--- src/rtl/wb_cache_pkg.sv ---
// Shared types and constants for the LC-3b line cache.
package wb_cache_pkg;

  localparam int unsigned LC3B_LINE_BYTES = 16;

  // Sized for the default 8-set configuration with a 16-bit byte address
  typedef logic [8:0] lc3b_c_tag;
  typedef logic [2:0] lc3b_c_index;

  typedef enum logic [1:0] {
    IDLE,
    CHECK,
    WRITEBACK,
    FILL
  } wb_cache_state_t;

endpackage

--- src/rtl/wb_cache_if.sv ---
// 128-bit line-wide Wishbone bus shared by the pipeline and memory sides.
interface wishbone;
  import wb_cache_pkg::*;

  logic [15:0]                    ADR;
  logic [LC3B_LINE_BYTES*8-1:0]   DAT_M;
  logic [LC3B_LINE_BYTES*8-1:0]   DAT_S;
  logic [LC3B_LINE_BYTES-1:0]     SEL;
  logic                           CYC;
  logic                           STB;
  logic                           WE;
  logic                           ACK;

  modport master (output ADR, DAT_M, SEL, CYC, STB, WE, input DAT_S, ACK);
  modport slave  (input ADR, DAT_M, SEL, CYC, STB, WE, output DAT_S, ACK);
endinterface

--- src/rtl/wb_cache_array.sv ---
// Per-set storage: asynchronous read, synchronous load, optional async clear.
module cache_array #(
  parameter int unsigned width    = 1,
  parameter int unsigned num_sets = 8
) (
  input  logic                        clk,
  input  logic                        clr_n,
  input  logic                        load,
  input  logic [$clog2(num_sets)-1:0] index,
  input  logic [width-1:0]            din,
  output logic [width-1:0]            dout
);

  logic [width-1:0] mem [num_sets];

  // Data and tag instances tie clr_n high, so only valid/dirty ever clear
  always_ff @(posedge clk or negedge clr_n) begin
    if (!clr_n) begin
      for (int unsigned i = 0; i < num_sets; i++) mem[i] <= '0;
    end else if (load) begin
      mem[index] <= din;
    end
  end

  assign dout = mem[index];

endmodule

--- src/rtl/wb_cache.sv ---
// Direct-mapped write-back line cache: Wishbone responder to the pipeline,
// Wishbone master toward physical memory for victim writeback and line fill.
module wb_cache
  import wb_cache_pkg::*;
#(
  parameter int unsigned num_sets = 8
) (
  input  logic   clk,
  input  logic   rst_n,
  wishbone.slave  cpu,
  wishbone.master mem
);

  localparam int unsigned IW = $clog2(num_sets);
  localparam int unsigned TW = 12 - IW;
  localparam int unsigned LW = LC3B_LINE_BYTES * 8;

  wb_cache_state_t state, next_state;

  logic [15:4]                req_adr;
  logic                       req_we;
  logic [LC3B_LINE_BYTES-1:0] req_sel;
  logic [LW-1:0]              req_dat;

  logic [IW-1:0] idx;
  logic [TW-1:0] req_tag;

  logic [LW-1:0] data_q, data_d, merged;
  logic [TW-1:0] tag_q;
  logic          valid_q, dirty_q, dirty_d;
  logic          data_load, tag_load, valid_load, dirty_load;
  logic          hit;

  assign idx     = req_adr[IW+3:4];
  assign req_tag = req_adr[15:IW+4];
  assign hit     = valid_q && (tag_q == req_tag);

  cache_array #(.width(LW), .num_sets(num_sets)) u_data (
    .clk(clk), .clr_n(1'b1), .load(data_load), .index(idx), .din(data_d), .dout(data_q)
  );
  cache_array #(.width(TW), .num_sets(num_sets)) u_tag (
    .clk(clk), .clr_n(1'b1), .load(tag_load), .index(idx), .din(req_tag), .dout(tag_q)
  );
  cache_array #(.width(1), .num_sets(num_sets)) u_valid (
    .clk(clk), .clr_n(rst_n), .load(valid_load), .index(idx), .din(1'b1), .dout(valid_q)
  );
  cache_array #(.width(1), .num_sets(num_sets)) u_dirty (
    .clk(clk), .clr_n(rst_n), .load(dirty_load), .index(idx), .din(dirty_d), .dout(dirty_q)
  );

  always_ff @(posedge clk or negedge rst_n) begin
    if (!rst_n) state <= IDLE;
    else        state <= next_state;
  end

  always_ff @(posedge clk or negedge rst_n) begin
    if (!rst_n) begin
      req_adr <= '0;
      req_we  <= 1'b0;
      req_sel <= '0;
      req_dat <= '0;
    end else if (state == IDLE && cpu.CYC && cpu.STB) begin
      req_adr <= cpu.ADR[15:4];
      req_we  <= cpu.WE;
      req_sel <= cpu.SEL;
      req_dat <= cpu.DAT_M;
    end
  end

  always_comb begin
    merged = data_q;
    for (int unsigned i = 0; i < LC3B_LINE_BYTES; i++) begin
      if (req_sel[i]) merged[i*8 +: 8] = req_dat[i*8 +: 8];
    end
  end

  assign cpu.DAT_S = data_q;

  always_comb begin
    next_state = state;
    cpu.ACK    = 1'b0;
    mem.CYC    = 1'b0;
    mem.STB    = 1'b0;
    mem.WE     = 1'b0;
    mem.ADR    = '0;
    mem.SEL    = '0;
    mem.DAT_M  = '0;
    data_load  = 1'b0;
    data_d     = merged;
    tag_load   = 1'b0;
    valid_load = 1'b0;
    dirty_load = 1'b0;
    dirty_d    = 1'b0;
    unique case (state)
      IDLE: begin
        if (cpu.CYC && cpu.STB) next_state = CHECK;
      end
      CHECK: begin
        if (hit) begin
          cpu.ACK    = 1'b1;
          next_state = IDLE;
          if (req_we) begin
            data_load  = 1'b1;
            dirty_load = 1'b1;
            dirty_d    = 1'b1;
          end
        end else if (valid_q && dirty_q) begin
          next_state = WRITEBACK;
        end else begin
          next_state = FILL;
        end
      end
      WRITEBACK: begin
        mem.CYC   = 1'b1;
        mem.STB   = 1'b1;
        mem.WE    = 1'b1;
        mem.ADR   = {tag_q, idx, 4'b0};
        mem.SEL   = '1;
        mem.DAT_M = data_q;
        if (mem.ACK) begin
          dirty_load = 1'b1;
          next_state = FILL;
        end
      end
      FILL: begin
        mem.CYC = 1'b1;
        mem.STB = 1'b1;
        mem.ADR = {req_tag, idx, 4'b0};
        mem.SEL = '1;
        // Whole line lands at once; the request is re-evaluated in CHECK
        if (mem.ACK) begin
          data_load  = 1'b1;
          data_d     = mem.DAT_S;
          tag_load   = 1'b1;
          valid_load = 1'b1;
          dirty_load = 1'b1;
          next_state = CHECK;
        end
      end
      default: next_state = IDLE;
    endcase
  end

endmodule

--- src/flat_wrapper.sv ---
// flat-port wrapper written by rule: the top's interface ports become plain ports
module wb_cache_flat import wb_cache_pkg::*;
#(
  parameter int unsigned num_sets = 8
)
  (clk, rst_n, cpu_ADR, cpu_DAT_M, cpu_SEL, cpu_CYC, cpu_STB, cpu_WE, cpu_DAT_S, cpu_ACK, mem_ADR, mem_DAT_M, mem_SEL, mem_CYC, mem_STB, mem_WE, mem_DAT_S, mem_ACK);
  wishbone cpu_i ();
  wishbone mem_i ();
  input  logic clk;
  input  logic rst_n;
  input wire logic [$bits(cpu_i.ADR)-1:0] cpu_ADR;
  input wire logic [$bits(cpu_i.DAT_M)-1:0] cpu_DAT_M;
  input wire logic [$bits(cpu_i.SEL)-1:0] cpu_SEL;
  input wire logic [$bits(cpu_i.CYC)-1:0] cpu_CYC;
  input wire logic [$bits(cpu_i.STB)-1:0] cpu_STB;
  input wire logic [$bits(cpu_i.WE)-1:0] cpu_WE;
  output wire logic [$bits(cpu_i.DAT_S)-1:0] cpu_DAT_S;
  output wire logic [$bits(cpu_i.ACK)-1:0] cpu_ACK;
  output wire logic [$bits(mem_i.ADR)-1:0] mem_ADR;
  output wire logic [$bits(mem_i.DAT_M)-1:0] mem_DAT_M;
  output wire logic [$bits(mem_i.SEL)-1:0] mem_SEL;
  output wire logic [$bits(mem_i.CYC)-1:0] mem_CYC;
  output wire logic [$bits(mem_i.STB)-1:0] mem_STB;
  output wire logic [$bits(mem_i.WE)-1:0] mem_WE;
  input wire logic [$bits(mem_i.DAT_S)-1:0] mem_DAT_S;
  input wire logic [$bits(mem_i.ACK)-1:0] mem_ACK;
  assign cpu_i.ADR = cpu_ADR;
  assign cpu_i.DAT_M = cpu_DAT_M;
  assign cpu_i.SEL = cpu_SEL;
  assign cpu_i.CYC = cpu_CYC;
  assign cpu_i.STB = cpu_STB;
  assign cpu_i.WE = cpu_WE;
  assign cpu_DAT_S = cpu_i.DAT_S;
  assign cpu_ACK = cpu_i.ACK;
  assign mem_ADR = mem_i.ADR;
  assign mem_DAT_M = mem_i.DAT_M;
  assign mem_SEL = mem_i.SEL;
  assign mem_CYC = mem_i.CYC;
  assign mem_STB = mem_i.STB;
  assign mem_WE = mem_i.WE;
  assign mem_i.DAT_S = mem_DAT_S;
  assign mem_i.ACK = mem_ACK;
  wb_cache #(.num_sets(num_sets)) u_core (.clk(clk), .rst_n(rst_n), .cpu(cpu_i), .mem(mem_i));
endmodule
--- config.mk ---
export PLATFORM = sky130hd
export DESIGN_NAME = wb_cache_flat
export DESIGN_NICKNAME = d
export VERILOG_FILES = /design/src/rtl/wb_cache_pkg.sv /design/src/rtl/wb_cache_if.sv /design/src/rtl/wb_cache_array.sv /design/src/rtl/wb_cache.sv /design/src/flat_wrapper.sv
export SDC_FILE = /design/constraint.sdc
export NUM_CORES = 1
export LEC_CHECK = 0
export ABC_AREA = 1
export CORE_MARGIN = 4
export CORE_UTILIZATION = 45
export CTS_CLUSTER_SIZE = 25
export DETAILED_ROUTE_END_ITERATION = 16
export MAX_ROUTING_LAYER = met4
export PLACE_DENSITY_LB_ADDON = 0.1
export SKIP_CTS_REPAIR_TIMING = 1
export SLEW_MARGIN = 20
export SYNTH_ARGS = -nofsm -noshare
export SYNTH_HDL_FRONTEND = slang
export SYNTH_HIERARCHICAL = 1
export SYNTH_SLANG_ARGS = --single-unit
--- constraint.sdc ---
create_clock -name clk -period 6.2 [get_ports clk]
set_input_delay 0.62 -clock clk [delete_from_list [all_inputs] [get_ports clk]]
set_output_delay 0.62 -clock clk [all_outputs]
set_load 0.05 [all_outputs]
=== Word level (Yosys, flattened, before mapping) ===
Cells that the tools add are included.

* Flip-flop bits (word level): 1271
* Latch bits: 0
* Memory bits (writable): 0
* Memory bits (read-only): 0
* Output and inout port bits: 292
* Memories: 0

* $add $sub $neg: 0
* Multiply operators: 0
* Div/mod/pow operators: 0
* $lt $le $gt $ge: 2
* Equality and inequality tests: 7
* Shifts and indexed selects: 0
* Multiplexer cells: 59
* Bitwise gates (word level): 2
* Reductions and logical operators: 9

{| class="wikitable"
|+ Operator list
! operator !! number
|-
| $bwmux W1024 || 1
|-
| $mux W128 || 6
|-
| $bmux W128 S3 || 1
|-
| $demux W128 S3 || 1
|-
| $mux W8 || 16
|-
| $bwmux W72 || 1
|-
| $pmux W16 S2 || 1
|-
| $bmux W9 S3 || 1
|-
| $demux W9 S3 || 1
|-
| $mux W9 || 3
|-
| $mux W16 || 1
|-
| $mux W1 || 15
|-
| $eq A9 B9 Y1 || 1
|-
| $bwmux W8 || 1
|-
| $mux W2 || 4
|-
| $or A8 B8 Y8 || 1
|-
| $pmux W2 S4 || 1
|-
| $bmux W1 S3 || 2
|-
| $logic_and A1 B1 Y1 || 6
|-
| $ne A2 B2 Y1 const B || 3
|-
| $eq A2 B2 Y1 const B || 2
|-
| $ge A4 B4 Y1 const B || 1
|-
| $lt A4 B1 Y1 const B || 1
|-
| $not A3 Y4 || 1
|-
| 6 further kinds || 7
|}

=== Depth between registers and ports, before layout ===
* Depth in word-level cells: 9
* Gate-level depth with buffers: 24
* Gate-level depth less buffers: 20

=== By module ===
The synthesis kept the hierarchy.

{| class="wikitable"
|+ Modules (own cells, without submodules)
! module !! instances !! cells an instance !! area each (um2) !! sequential area each (um2)
|-
| cache_array at u_core.u_data || 1 || 6569 || 48290.1 || 25624.6
|-
| wb_cache || 1 || 1337 || 10028.4 || 3978.8
|-
| cache_array at u_core.u_tag || 1 || 467 || 3482.1 || 1801.7
|-
| cache_array at u_core.u_dirty ... || 2 || 69 || 442.9 || 200.2
|}

=== Least setup slack after synthesis ===
OpenSTA, ideal clock, no wires.

* Kind: reg2out
* Start point: register u_core/req_adr[4] (netlist bit)
* End point: output port mem_DAT_M[19]
* Arrival time: 2352 ps
* Data required time: 5580 ps
* Path slack: 3228 ps
* Cell stages (with the launch flop): 12
* Path buffers: 3
* Cells stage by stage: dfrtp_1 > buf_4 > buf_2 > clkbuf_1 > nand2_1 > nand2_1 > nand2_1 > nand2_1 > nand2_1 > nand2_1 > nand2_1 > inv_1

* Longest elaborated chain between the ends: 5

{| class="wikitable"
|+ RTL lines
! element !! line !! text
|-
| start: declaration || wb_cache.sv:20 || <nowiki>logic [15:4] req_adr;</nowiki>
|-
| start signal: assignment || wb_cache.sv:63 || <nowiki>req_adr <= cpu.ADR[15:4];</nowiki>
|-
| $not A3 Y4 (implied by the code) || wb_cache_array.sv:25 || <nowiki>assign dout = mem[index];</nowiki>
|-
| $bmux W128 S3 || wb_cache_array.sv:25 ||
|-
| $mux W128 (implied by the code) (2 in a row) || wb_cache_array.sv:25 ||
|-
| net cpu_DAT_S[19] || flat_wrapper.sv:17 || <nowiki>output wire logic [$bits(cpu_i.DAT_S)-1:0] cpu_DAT_S;</nowiki>
|-
| $mux W128 || wb_cache.sv:94 || <nowiki>unique case (state)</nowiki>
|-
| end: declaration || flat_wrapper.sv:20 || <nowiki>output wire logic [$bits(mem_i.DAT_M)-1:0] mem_DAT_M;</nowiki>
|}

The timed path passes the listed nets, and every way through them passes these cells. The select of a mux whose other input is x is not followed.

=== Worst setup path after layout ===
* Start point: register u_core/req_adr[4] (netlist bit)
* End point: output port mem_DAT_M[75]

* Longest elaborated chain between the ends: 5

{| class="wikitable"
|+ RTL lines
! element !! line
|-
| $not A3 Y4 (implied by the code) || wb_cache_array.sv:25
|-
| $bmux W128 S3 || wb_cache_array.sv:25
|-
| $mux W128 (implied by the code) (2 in a row) || wb_cache_array.sv:25
|-
| $mux W128 || wb_cache.sv:94
|}

No other way between the ends. The select of a mux whose other input is x is not followed.

==> reports/metrics.cfg <==
[detailed_routing]
drtPass1Iterations = 8
via_count = 56000
vias_per_cell = 4.71
ant_nets = 0
wl_per_cell_um = 16.0
drc = 0
drtIter0Drc = 4048
wl_mm = 190

[clock_tree]
cts_root_buffer = clkbuf_16
numCtsBuffers = 146
clockBufferDepth = 3
cts_sinks = 1271
insertion_delay_ps = 770
path_clk_slew_ps = 60
cts_tree = done
htreeDepth = 4

[job]
cap_violations = 0

[finish]
drive_above_1_share_pct = 3.78
nets = 10200
post-route-util_pct = 56.8
area_growth_pct = 25.1

[power_and_ir_drop]
p_int_uw = 23100
p_comb_share_pct = 50.2
leakagePower_uw = 0.0415
swShare_pct = 48.1
irDropWorstVdd_v = 0.000554
p_per_area_nw_per_um2 = 568
seq_power_share_pct = 30.7
pwr-share-clk_pct = 19.1
power_switching_uw = 21400

[logic_synthesis]
synth_commonest_cells = 3689 x nand2_1, 1292 x o21ai_0, 1271 x dfrtp_1, 1006 x inv_1, 281 x nand3_1
syn_area_sq_um = 62700
yosysWarnings = 6
synth.most_common_cell = nand2_1
synthFlopType = dfrtp_1
yosysSeqAreaShare_pct = 50.7
synth_area_per_cell_sq_um = 7.37
ys_ff_latch = 1271
synth.distinct_cells = 31
ys_async_sr_fraction_pct = 100
synth_top_area_share_pct = 50.7
synthCells = 8511
synth_edf_count = 0
synth_area_leaders = dfrtp_1 51%, nand2_1 22%, o21ai_0 10%
synth.largest_area_cell = dfrtp_1

[critical_path]
start_kind = flop
crit_fanout = 153
critPathBufInv = 5
cp_top_family = buffers and inverters
end_kind = output port
cp-startpoint = u_core/req_adr[4]
critPathKind = flop to output port
cp.arrival_ps = 4760
worstReg2RegStart = u_core/req_adr[4]
ff2ff_setup_slack_ps = 1520
slowest_delay_ps = 800
cp_common_cell = nand2_1
cp_slowest_cell = clkdlybuf4s50_1
crit_chain = buf_12, buf_12, buf_4, nand2_1, nand2_1, nand2_1, nand2_1, nand2_1, nand2_1, nand2_1, inv_1, clkdlybuf4s50_1
crit_required_ps = 5580

[sta]
timing.final.max_slew_violations = 0
worstMarginPinSlew_ps = 1080
rsz0062_at_grt = no
setup_viol = 0
clock.fmax_mhz = 186
fin_crit_ps = 5380
skew_ps = 35.8
setup_tns_ps = 0
fin_crit_sh_pct = 86.8
final_hold_viol_count = 0
slew_headroom_pct = 28.1

[place]
dp_hpwl_mm = 121
gp_congestion = 0.832
portBuffers = 577

[floorplan]
core_area_sq_um = 138000
pin_count = 586
rows = 136
initial_core_util_pct = 45.4
die_h_um = 381
dieArea_sq_um = 145000
die_w_um = 381

[global_route]
antenna_found_initial = 3
grt_pass1_vias = 53900
grt_pass1_wl_mm = 301
overflow = 0
grt_max_degree = 154
grt_use_total_pct = 26.8

[run_status]
status = complete, no violations

[worst_hold_path]
hp-class = input port to flop
hold_path.startpoint = cpu_ADR[4]

metrics by stage:
stage	cells	instance area, sq um	hold WS (ps)	setup slack (ps)	power, uW
floorplan	9610	66800	324	3230	28200
global placement	11600	73700	465	1570	35800
detailed placement	11600	73700	473	1530	36200
CTS	11900	78400	-130	753	44900
global route	11900	78400	408	565	48000
finish	11900	78400	434	819	44500
logic make-up after synthesis:
| kind of cell | after synthesis | synth area share, % |
|---|---|---|
| multiplexers | 129 | 2.32 |
| other | 2 | 0.0120 |
| buffers and inverters | 1546 | 10.0 |
| flip-flops | 1271 | 50.7 |
| AO/OA/AOI/OAI | 1383 | 11.1 |
| adder cells (fa/ha/maj) | 5 | 0.0998 |
| AND/OR/NAND/NOR | 4175 | 25.7 |
registers in the layout (all words and copies together) (netlist names):
signal and count:
u_core/req_adr 12, u_core/req_dat 128, u_core/req_sel 16, u_core/req_we 1
u_core/state 2, u_core/u_data/mem 1024, u_core/u_dirty/mem 8, u_core/u_tag/mem 72
u_core/u_valid/mem 8
layout by cell type, fill, tap and decap left out, types with 3 or more instances in the layout:
cell             count
nand2_1           3683
o21ai_0           1292
dfrtp_1           1269
conb_1            1101
inv_1             1003
clkdlybuf4s50_1    576
nand3_1            279
nor2_1             185
clkbuf_16          153
mux2_1              92
buf_4               59
clkbuf_1            43
clkbuf_8            40
mux2_2              37
a21oi_1             34
buf_12              30
a31oi_1             26
o21ai_1             21
clkinv_1            18
clkinv_2            16
o22ai_1              9
nand2_4              8
inv_6                6
ha_1                 4
nor2_4               4
inv_2                4
nand4_1              3
nand3_4              3
nor2_2               3
nand2_2              3
final timing paths:
| check | endpoint | cells after the start |
|---|---|---|
| hold / removal | u_core/req_adr[4] | 3 |
| min in group asynchronous | u_core/req_sel[2] | 2 |
| setup / recovery | mem_DAT_M[75] | 12 |
| hold reg to reg | u_core/u_tag/mem[61] | 2 |
| max in group asynchronous | u_core/req_dat[95] | 3 |
| setup reg to reg | u_core/u_data/mem[943] | 22 |
worst min-delay path, stage by stage:
cell,delay (ps)
clkdlybuf4s50_1,400
nor2_1,100
a21oi_1,40
per-layer routing:
layer	vias to the layer above	GRT usage [%]	wire length [um]
li1	27800	-	-
met1	26500	35.1	84800
met2	1451	44.6	91500
met3	240	3.30	9290
met4	0	6.65	4220
met5	-	-	0
power groups by stage:
stage,sequential (uW),clock [uW],combinational [uW]
after detailed placement,13800,0,22400
final,13700,8520,22400
after CTS,13700,8730,22500
after floorplan,13200,0,15100
after global routing,14100,9110,24800
after global placement,13600,0,22200
layout make-up:
| type | instances | area, sq um |
|---|---|---|
| well taps | 1863 | 2330 |
| clock buffers | 236 | 4540 |
| diodes | 2 | 5.00 |
| multi-input cells | 6793 | 28800 |
| fillers | 13200 | 59600 |
| clock inverters | 24 | 191 |
| flip-flops and latches | 1271 | 31800 |
| inverters | 1030 | 3890 |
| repair buffers | 667 | 6830 |
No activity file was read; power rests on OpenSTA's default activity.
